**src/rtl/control_unit.sv**
```systemverilog
// Multi-cycle control unit for a small 8-bit accumulator-less CPU.
// Decodes the IR and sequences datapath strobes through fetch/decode/execute states.
module control_unit (
    input  logic       clk,
    input  logic       rst_n,
    input  logic [7:0] CU_instr,
    input  logic       CU_zero,
    output logic [3:0] CU_load_reg,
    output logic       CU_load_PC,
    output logic       CU_inc_PC,
    output logic       CU_load_IR,
    output logic       CU_load_Add_R,
    output logic       CU_load_Reg_Y,
    output logic       CU_load_Reg_Z,
    output logic       CU_write,
    output logic [2:0] CU_sel_bus1,
    output logic [1:0] CU_sel_bus2,
    output logic [2:0] CU_ALU_opcode,
    output logic [3:0] CU_state,
    output logic       CU_halted
);

    typedef enum logic [3:0] {
        S_IDLE = 4'd0,  S_FET1 = 4'd1, S_FET2 = 4'd2, S_DEC  = 4'd3,
        S_EX1  = 4'd4,  S_RD1  = 4'd5, S_RD2  = 4'd6, S_WR1  = 4'd7,
        S_WR2  = 4'd8,  S_BR1  = 4'd9, S_BR2  = 4'd10, S_HALT = 4'd11
    } state_t;

    localparam logic [3:0] OP_NOP = 4'd0, OP_ADD = 4'd1, OP_SUB = 4'd2, OP_AND = 4'd3,
                           OP_NOT = 4'd4, OP_RD  = 4'd5, OP_WR  = 4'd6, OP_BR  = 4'd7,
                           OP_BRZ = 4'd8;
    localparam logic [2:0] ALU_ADD = 3'b001, ALU_SUB = 3'b010, ALU_AND = 3'b011,
                           ALU_NOT = 3'b100, ALU_NOP = 3'b101;
    localparam logic [2:0] BUS1_PC = 3'd4;
    localparam logic [1:0] BUS2_ALU = 2'd0, BUS2_BUS1 = 2'd1, BUS2_MEM = 2'd2;

    state_t     r_state;
    state_t     w_next;
    logic [3:0] w_opcode;
    logic [1:0] w_src;
    logic [1:0] w_dest;
    logic [3:0] w_dest_1h;

    assign w_opcode  = CU_instr[7:4];
    assign w_src     = CU_instr[3:2];
    assign w_dest    = CU_instr[1:0];
    assign w_dest_1h = 4'b0001 << w_dest;
    assign CU_state  = r_state;

    always_ff @(posedge clk or negedge rst_n) begin
        if (!rst_n) r_state <= S_IDLE;
        else        r_state <= w_next;
    end

    always_comb begin
        w_next        = r_state;
        CU_load_reg   = 4'b0000;
        CU_load_PC    = 1'b0;
        CU_inc_PC     = 1'b0;
        CU_load_IR    = 1'b0;
        CU_load_Add_R = 1'b0;
        CU_load_Reg_Y = 1'b0;
        CU_load_Reg_Z = 1'b0;
        CU_write      = 1'b0;
        CU_sel_bus1   = 3'd0;
        CU_sel_bus2   = BUS2_ALU;
        CU_ALU_opcode = ALU_NOP;
        CU_halted     = 1'b0;
        case (r_state)
            S_IDLE: w_next = S_FET1;
            S_FET1: begin
                CU_sel_bus1   = BUS1_PC;
                CU_sel_bus2   = BUS2_BUS1;
                CU_load_Add_R = 1'b1;
                CU_inc_PC     = 1'b1;
                w_next        = S_FET2;
            end
            S_FET2: begin
                CU_sel_bus2 = BUS2_MEM;
                CU_load_IR  = 1'b1;
                w_next      = S_DEC;
            end
            S_DEC: begin
                case (w_opcode)
                    OP_NOP: w_next = S_FET1;
                    OP_ADD, OP_SUB, OP_AND: begin
                        CU_sel_bus1   = {1'b0, w_src};
                        CU_sel_bus2   = BUS2_BUS1;
                        CU_load_Reg_Y = 1'b1;
                        w_next        = S_EX1;
                    end
                    OP_NOT: begin
                        CU_sel_bus1   = {1'b0, w_src};
                        CU_ALU_opcode = ALU_NOT;
                        CU_load_Reg_Z = 1'b1;
                        CU_sel_bus2   = BUS2_ALU;
                        CU_load_reg   = w_dest_1h;
                        w_next        = S_FET1;
                    end
                    OP_RD, OP_WR, OP_BR, OP_BRZ: begin
                        // Untaken BRZ only steps PC past its address byte.
                        if (w_opcode == OP_BRZ && !CU_zero) begin
                            CU_inc_PC = 1'b1;
                            w_next    = S_FET1;
                        end else begin
                            CU_sel_bus1   = BUS1_PC;
                            CU_sel_bus2   = BUS2_BUS1;
                            CU_load_Add_R = 1'b1;
                            if (w_opcode == OP_RD)      w_next = S_RD1;
                            else if (w_opcode == OP_WR) w_next = S_WR1;
                            else                        w_next = S_BR1;
                        end
                    end
                    default: w_next = S_HALT;
                endcase
            end
            S_EX1: begin
                CU_sel_bus1 = {1'b0, w_dest};
                case (w_opcode)
                    OP_ADD:  CU_ALU_opcode = ALU_ADD;
                    OP_SUB:  CU_ALU_opcode = ALU_SUB;
                    OP_AND:  CU_ALU_opcode = ALU_AND;
                    default: CU_ALU_opcode = ALU_NOP;
                endcase
                CU_load_Reg_Z = 1'b1;
                CU_sel_bus2   = BUS2_ALU;
                CU_load_reg   = w_dest_1h;
                w_next        = S_FET1;
            end
            S_RD1, S_WR1: begin
                CU_sel_bus2   = BUS2_MEM;
                CU_load_Add_R = 1'b1;
                CU_inc_PC     = 1'b1;
                w_next        = (r_state == S_RD1) ? S_RD2 : S_WR2;
            end
            S_RD2: begin
                CU_sel_bus2 = BUS2_MEM;
                CU_load_reg = w_dest_1h;
                w_next      = S_FET1;
            end
            S_WR2: begin
                CU_sel_bus1 = {1'b0, w_src};
                CU_write    = 1'b1;
                w_next      = S_FET1;
            end
            S_BR1: begin
                CU_sel_bus2   = BUS2_MEM;
                CU_load_Add_R = 1'b1;
                w_next        = S_BR2;
            end
            S_BR2: begin
                CU_sel_bus2 = BUS2_MEM;
                CU_load_PC  = 1'b1;
                w_next      = S_FET1;
            end
            S_HALT: begin
                CU_halted = 1'b1;
                w_next    = S_HALT;
            end
            default: w_next = S_IDLE;
        endcase
    end

endmodule

```
**config.mk**
```make
export PLATFORM = sky130hd
export DESIGN_NAME = control_unit
export DESIGN_NICKNAME = d
export VERILOG_FILES = /design/src/rtl/control_unit.sv
export SDC_FILE = /design/constraint.sdc
export NUM_CORES = 1
export LEC_CHECK = 0
export CAP_MARGIN = 15
export CORE_MARGIN = 5
export CORE_UTILIZATION = 41
export DETAILED_ROUTE_END_ITERATION = 10
export PLACE_DENSITY = 0.95
export SYNTH_ARGS = -nofsm -noshare
export SYNTH_HDL_FRONTEND = slang
export SYNTH_SLANG_ARGS = --single-unit
```
**constraint.sdc**
```tcl
create_clock -name clk -period 2.25 [get_ports clk]
set_input_delay 0.45 -clock clk [delete_from_list [all_inputs] [get_ports clk]]
set_output_delay 0.45 -clock clk [all_outputs]
set_load 0.02 [all_outputs]
```
# Word-level counts from Yosys, hierarchy flattened
# Cells that the tools add are included.
# totals
regBits	4
inputBits	11
output_inout_bits	24
elab_cells	66
# classes
n_eq_ne	19
shift	1
mux	31
reduce_logical	14
# ops
cell	count
$eq A4 B3 Y1 const B	8
$pmux W4 S7	1
$eq A4 B4 Y1 const B	5
$mux W4	5
$eq A4 B2 Y1 const B	4
$mux W1	13
$pmux W3 S2	2
$pmux W3 S4	1
$pmux W4 S3	1
$reduce_or A4 Y1	3
$pmux W3 S3	1
$eq A4 B1 Y1 const B	2
$logic_not A4 Y1	2
$pmux W1 S2	4
$pmux W4 S2	1
$pmux W2 S3	1
$reduce_or A2 Y1	3
$reduce_or A3 Y1	2
$reduce_or A6 Y1	1
$reduce_or A5 Y1	1
$shl A1 B2 Y4 const A	1
$mux W3	1
$logic_and A1 B1 Y1	1
$logic_not A1 Y1	1

# Depth between registers and ports, before layout
# Gate-level depths: netlist (run 1).
# logic_depth
word_depth	6
depth_mapped	5
depth_no_buf	4

# Worst setup path before layout (run 1)
# No wires, ideal clock.
# synth_timing
path_kind	flip-flop to output port
startpoint	reg r_state[3], in the netlist CU_state[3]
endpoint	out CU_load_reg[1]
t_arrival_ps	1533
required_time_ps	1800
path_slack_ps	267
stages_incl_launch_ff	4
path_buffers	0
cell_sequence	dfrtp_1 > and4bb_4 > a32oi_2 > nor3b_1
# synth_via
elab_chain_len	3
elab_cells_between_ends	5
classes_between	eq/ne (3); mux (1); reduce/logical (1)
# synth_lines
item	line_no	text
start, declared	37	state_t r_state;
start signal, assigned	52	else r_state <= w_next;
$eq A4 B3 Y1	69	case (r_state)
$reduce_or A2 Y1 (no source line)	n/a	
$pmux W4 S2 (*)	69	
end, declared	8	output logic [3:0] CU_load_reg,
# Mark *: on every way between the ends. The rest lies on a longest branch, timed or not.

# Final worst setup path (run 1)
# layout_timing
startpoint	in CU_instr[5]
endpoint	out CU_load_reg[3]
# layout_via
elab_chain_len	3
# layout_lines
item	line_no	text
start, declared	6	input logic [7:0] CU_instr,
$eq A4 B3 Y1	84	case (w_opcode)
$mux W4	84	
$pmux W4 S2	69	
# Every way passes these cells.

==> metrics.md, run 1 <==
| Metric | Value |
|---|---|
| Status | `complete, no violations` |
| Clk Latency, worst-skew pair | `0.25 ns` |
| Die width | `49.18 um` |
| Post-synth EDFFs | `0` |
| Worst Reg-to-Reg Cells | `4` |
| Vias in the first global route | `868` |
| Synth Register Bits | `4` |
| Pwr/cell area | `1101 nW/um2` |
| Area growth syn-to-layout | `71.37%` |
| Final hold viol count | `0` |
| RSZ-0062 raised after global routing | `false` |
| Routed wl met3 | `164 um` |
| Top cell type's share of synthesized area | `15.90%` |
| GRT Resource Usage Total | `19.53%` |
| VDD IR max | `1069 uV` |
| Final setup fails | `0` |
| Clk_skew | `0.01139 ns` |
| Core Area | `1489 um2` |
| Max cap viols | `0` |
| Dpl ws | `-0.4884 ns` |
| Most instantiated cells after synthesis | `nor2_1 (11), nand2_1 (8), buf_2 (5), nor2b_1 (5), o21ai_0 (5)` |
| Worst-path clk slew | `0.04 ns` |
| Ports | `35` |
| Die area | `2419 um2` |
| Metal2 WL | `1325 um` |
| Avg Vias per Cell | `5.805` |
| Postcts setup bufs | `0` |
| Mapped Avg Cell Area | `7.318 um2` |
| Worst Max-Slew Pin Slew | `0.4463 ns` |
| Routability cong. | `0.8475` |
| Cells after synthesis | `86` |
| CP Capture Type | `output port` |
| Crit path DAT | `1.72 ns` |
| CTS tree | `done` |
| Type of origin of the critical path | `input port` |
| CTS Buffer Depth | `2` |
| Yosys warns | `0` |
| DRC viols | `0` |
| WP data required | `1.80 ns` |
| Initial antenna violation count | `0` |
| Largest area contributor in the netlist | `dfrtp_1` |
| Initial DRC Count | `38` |
| Setup CP Type | `input port to output port` |
| Main area contributors after synthesis | `dfrtp_1 (16%), nor2_1 (6.6%), a22o_1 (5.6%), nor2b_1 (5.0%), nand2_1 (4.8%)` |
| Wirelength per Cell | `16.50 um` |
| Post-synth design cell area | `629.4 um2` |
| Filler-free cell count of the finished design | `149` |
| ANT nets after route | `0` |
| TritonRoute pass-1 iters | `5` |
| Root Buffer | `clkbuf_4` |
| DP Cell Count | `146` |
| Via count | `865` |
| Seq/Total Area, Yosys | `15.90%` |
| Async set-reset flop share out of synthesis | `100.0%` |
| H-tree Lvls | `1` |
| DIE HEIGHT | `49.18 um` |
| Number of clock sinks | `4` |
| Antenna Cells | `0` |
| Row cnt | `14` |
| Final core utilization | `72.44%` |
| Fillcell total | `133` |
| Final worst slack | `0.08439 ns` |
| Uppermost routed layer | `met4` |
| Largest register FFs | `4` |
| Achievable clock frequency | `461.8 MHz` |
| Leakage power | `0.0005569 uW` |
| Hold slack | `0.4157 ns` |
| Synth Flop Type | `dfrtp_1` |
| Syn_nets | `97` |
| Effective utilization at floorplan | `42.27%` |
| Fin Setup TNS | `0 ns` |
| First-pass GRT wire length | `3815 um` |
| Post-Route WL | `2459 um` |
| Layout cell share with drive strength beyond 1 | `31.58%` |
| Final Cycle Share | `96.25%` |
| Synth unique cells | `36` |
| Pin count of the biggest net entering global routing | `15` |
| Gr ovfl total | `0` |
| Hpwl dp | `1824 um` |
| Relative slew slack | `70.17%` |
| Slew Limit Fails | `0` |
| Worst min path class | `input port to asynchronous set/reset pin` |
| TritonCTS buffer count | `3` |
| Period minus WS final | `2.166 ns` |
| Port Buffers | `34` |
| CP max FO | `4` |
| Most frequent cell after synthesis | `nor2_1` |
| DRT met1 WL | `925 um` |
| # nets final | `146` |
-- layout make-up --
type	instances	area, um2	share of cell area (%)
multi-input cells	73	504.2	46.75
repair buffers	52	427.9	39.68
flip-flops and latches	4	100.1	9.281
clock buffers	3	22.52	2.088
well taps	16	20.02	1.856
inverters	1	3.754	0.3480
-- cell families (layout without fill, tap and decap cells) --
logic type	count (synthesis)	count (layout)	synth area share (%)
DFF	4	4	15.91
AOI/OAI and AO/OA	25	25	29.42
and+or+nand+nor	47	47	46.32
xor gates and xnor gates	1	1	1.392
buffers and inverters	9	56	6.958
-- final timing paths --
path / from / end / slack [ns]
hold / removal: rst_n / CU_state[2] / 0.42
max in group asynchronous: rst_n / CU_state[3] / 1.64
setup / recovery: CU_instr[5] / CU_load_reg[3] / 0.08
setup reg to reg: CU_state[3] / CU_state[0] / 0.92
min in group clk: CU_state[0] / CU_state[0] / 0.71
hold reg to reg: CU_state[0] / CU_state[0] / 0.71
-- through the flow --
step           total power, uW  area [um2]
2_1_floorplan            694.0       629.4
3_3_place_gp              1098        1085
3_5_place_dp              1133        1085
4_1_cts                   1177        1086
5_1_grt                   1260        1079
6_report                  1187        1079
-- cells in the final DEF (no fill, tap or decap), types with 2 or more instances in the layout --
cell and n:
o311a_1 2, o21ai_0 5, a22o_1 4, clkbuf_2 2, nor2_1 11, dlymetal6s2s_1 4
dlygate4sd2_1 6, buf_2 8, nor2b_1 4, dfrtp_1 4, nand2_1 8, buf_4 19
clkbuf_4 3, nand3_1 2, and3_1 2, a31oi_1 3, nor3_1 3, nand2b_1 4
nor3b_1 2, clkdlybuf4s50_1 10, a21oi_1 3
-- what timing repair did --
item | in CTS | in global routing
resized for setup | 52 | 19
hold buffers | 0 | 0
pin swaps | 1 | 6
cloned | 0 | 0
endpoints found under the setup margin | 17 | 14
-- report_power, final --
part           leakage (uW)  switching, uW  total [uW]  internal (uW)
Sequential        0.0000491           28.1         133            104
Combinational      0.000494            547         961            414
Clock             0.0000138           33.3        93.2           59.9
Total              0.000557            609        1190            579
-- routing by layer --
| metal | global-route usage, % | up-vias |
|---|---|---|
| met1 | 20.92 | 403 |
| met4 | 10.76 | 0 |
| li1 | - | 412 |
| met5 | 0 | - |
| met3 | 1.835 | 7 |
| met2 | 36.27 | 43 |
-- worst max-delay path: stages --
cell	delay [ns]
dlygate4sd2_1	0.34
nor2_8	0.07
buf_4	0.14
a32oi_2	0.25
and3b_1	0.21
clkdlybuf4s15_2	0.25
Power figures use the tool's default switching activity.
==> inputs of run 2 (changes only) <==
CORE_MARGIN = not set   (was 5)
CORE_UTILIZATION = 25   (was 41)
PLACE_DENSITY = 0.66   (was 0.95)
==> run 2 against run 1 <==
  * Fmax decreased by 3.3%
  * Largest power group unchanged
  * Die area increased by 13%
  * Register-to-register slack better by 0.08 ns
  * Clock power down 9.1%
==> metrics.md, run 2 (synthesized netlist as in run 1, its figures left out) <==
| Metric | Value |
|---|---|
| Status | `complete, no violations` |
| Worst path bufs/invs | `3 (unchanged)` |
| TritonCTS buffer count | `3 (unchanged)` |
| Root Buffer | `clkbuf_4` |
| First-pass GRT wire length | `3553 um (-6.9%)` |
| Core Area | `2297 um2 (+54%)` |
| Slowest Stage Delay on Critical Path | `0.41 ns (+0.07 ns)` |
| Achievable clock frequency | `446.6 MHz (-3.3%)` |
| Pin count of the biggest net entering global routing | `13 (-2)` |
| Relative slew slack | `80.93% (+11 points)` |
| Crit path DAT | `1.79 ns (+0.07 ns)` |
| Initial DRC Count | `11 (-71%)` |
| Initial antenna violation count | `0 (unchanged)` |
| Largest register FFs | `4 (unchanged)` |
| Final core utilization | `48.91% (-24 points)` |
| Most common cell after layout, fill and taps aside | `buf_4` |
| Period minus WS final | `2.239 ns (+0.07331 ns)` |
| Gr ovfl total | `0 (unchanged)` |
| CTS tree | `done` |
| Ports | `35 (unchanged)` |
| Clk Latency, worst-skew pair | `0.23 ns (-0.02 ns)` |
| Via count | `844 (-2.4%)` |
| TritonRoute pass-1 iters | `4 (-1)` |
| CP delay by family, top | `buffers and inverters` |
| Final hold viol count | `0 (unchanged)` |
| ANT nets after route | `0 (unchanged)` |
| Leakage power | `0.0005436 uW (-2.4%)` |
| CP Capture Type | `output port` |
| Slowest-stage cell, CP | `clkdlybuf4s50_1` |
| Max cap viols | `0 (unchanged)` |
| VDD IR max | `752.2 uV (-30%)` |
| WP data required | `1.80 ns (about the same)` |
| Row cnt | `17 (+3)` |
| Fillcell total | `256 (+92%)` |
| Avg Vias per Cell | `5.242 (-9.7%)` |
| Hpwl dp | `1757 um (-3.7%)` |
| Slew Limit Fails | `0 (unchanged)` |
| Area growth syn-to-layout | `78.53%` |
| GRT Resource Usage Total | `17.92% (-1.6 points)` |
| Worst min path class | `input port to asynchronous set/reset pin` |
| Setup CP Type | `input port to output port` |
| Filler-free cell count of the finished design | `161 (+8.1%)` |
| Placed Area | `1100 um2 (+1.4%)` |
| Most frequent cells in the layout | `buf_4 (21), clkdlybuf4s50_1 (12), nor2_1 (10), nand2_1 (8), buf_2 (6)` |
| Reg2Reg Setup Slack | `1.00 ns (+0.08 ns)` |
| Antenna Cells | `0 (unchanged)` |
| Wirelength per Cell | `14.09 um (-15%)` |
| Post-route cell area | `1124 um2 (+4.2%)` |
| Worst Max-Slew Pin Slew | `0.2824 ns (-0.1639 ns)` |
| Routability cong. | `0.9065 (+7.0%)` |
| RSZ-0062 raised after global routing | `true` |
| DRC viols | `0 (unchanged)` |
| Cts hold-fix bufs | `0 (unchanged)` |
| Vias in the first global route | `805 (-7.3%)` |
| Number of clock sinks | `4 (unchanged)` |
| Final setup fails | `0 (unchanged)` |
| Final Cycle Share | `99.51% (+3.3 points)` |
| CTS Buffer Depth | `2 (unchanged)` |
| Die width | `52.18 um (+6.1%)` |
| H-tree Lvls | `1 (unchanged)` |
| Die area | `2722 um2 (+13%)` |
| Dpl ws | `-0.4836 ns (+0.004839 ns)` |
| Reg2reg start | `CU_state[3]` |
| DP Cell Count | `158 (+8.2%)` |
| CP cell instances | `clkdlybuf4s50_1, nor2b_2, buf_4, a32oi_4, and3b_1, buf_2` |
| Worst-path clk slew | `0.03 ns (about the same)` |
| Final worst slack | `0.01109 ns (-0.07331 ns)` |
| DIE HEIGHT | `52.18 um (+6.1%)` |
| Post-Route WL | `2269 um (-7.7%)` |
| Fin Setup TNS | `0 ns (unchanged)` |
| CP max FO | `4 (unchanged)` |
| Worst R2R End | `CU_state[0]` |
| # nets final | `146 (unchanged)` |
| Worst Reg-to-Reg Cells | `3 (-1)` |
| Port Buffers | `34 (unchanged)` |
| Clk_skew | `0.0007160 ns (-0.01068 ns)` |
| Type of origin of the critical path | `input port` |
| Pwr/cell area | `1079 nW/um2 (-2.0%)` |
| Layout cell share with drive strength beyond 1 | `33.08% (+1.5 points)` |
| Effective utilization at floorplan | `27.40% (-15 points)` |
run 2: routing by layer:
layer	track usage [%]	up-vias	wire length, um
met3	3.478	4	95
li1	-	409	-
met5	0	-	0
met4	10.09	0	23
met2	27.56	27	1110
met1	23.17	404	1040
run 2: what timing repair did:
item                       in CTS  in global routing
setup endpoints to repair      17                 18
gates cloned                    0                  0
buffers inserted                0                  0
pin swaps                       1                  3
gates resized for setup        50                 26
run 2: worst max-delay path by stage:
stage	from	endpoint	slack, ns	cells after the start
final	CU_instr[6]	CU_load_reg[3]	0.01	6
after floorplan	CU_state[3]	CU_load_reg[1]	0.27	3
after global placement	CU_instr[5]	CU_load_Add_R	-0.44	6
after CTS	CU_instr[6]	CU_sel_bus1[0]	-0.12	6
after global routing	CU_instr[6]	CU_load_Add_R	-0.06	6
after detailed placement	CU_instr[5]	CU_load_Add_R	-0.48	6
run 2: final cells by class:
| type | count | area [um2] | share of cell area [%] |
|---|---|---|---|
| Clock buffer | 3 | 22.52 | 2.004 |
| Inverter | 1 | 3.754 | 0.3341 |
| Timing Repair Buffer | 52 | 436.7 | 38.86 |
| Tap cell | 28 | 35.03 | 3.118 |
| Multi-Input combinational cell | 73 | 525.5 | 46.77 |
| Sequential cell | 4 | 100.1 | 8.909 |
run 2: per-stage QoR:
stage	total power (uW)	hold slack [ns]
2_1_floorplan	694.0	0.1544
3_3_place_gp	1123	0.6565
3_5_place_dp	1144	0.6687
4_1_cts	1193	0.4183
5_1_grt	1303	0.4294
6_report	1213	0.4246
run 2: where the power goes:
part / total [uW] / leakage, uW / switching, uW / internal, uW
clock network: 84.7 / 0.0000138 / 25.3 / 59.4
registers: 150 / 0.0000491 / 45.9 / 104
logic: 978 / 0.000481 / 543 / 435
total: 1210 / 0.000544 / 614 / 598
==> inputs of run 3 (changes only) <==
GPL_ROUTABILITY_DRIVEN = 0   (was not set)
==> results of run 3 <==
No change in the layout: final DEF, timing and power equal those of run 2.
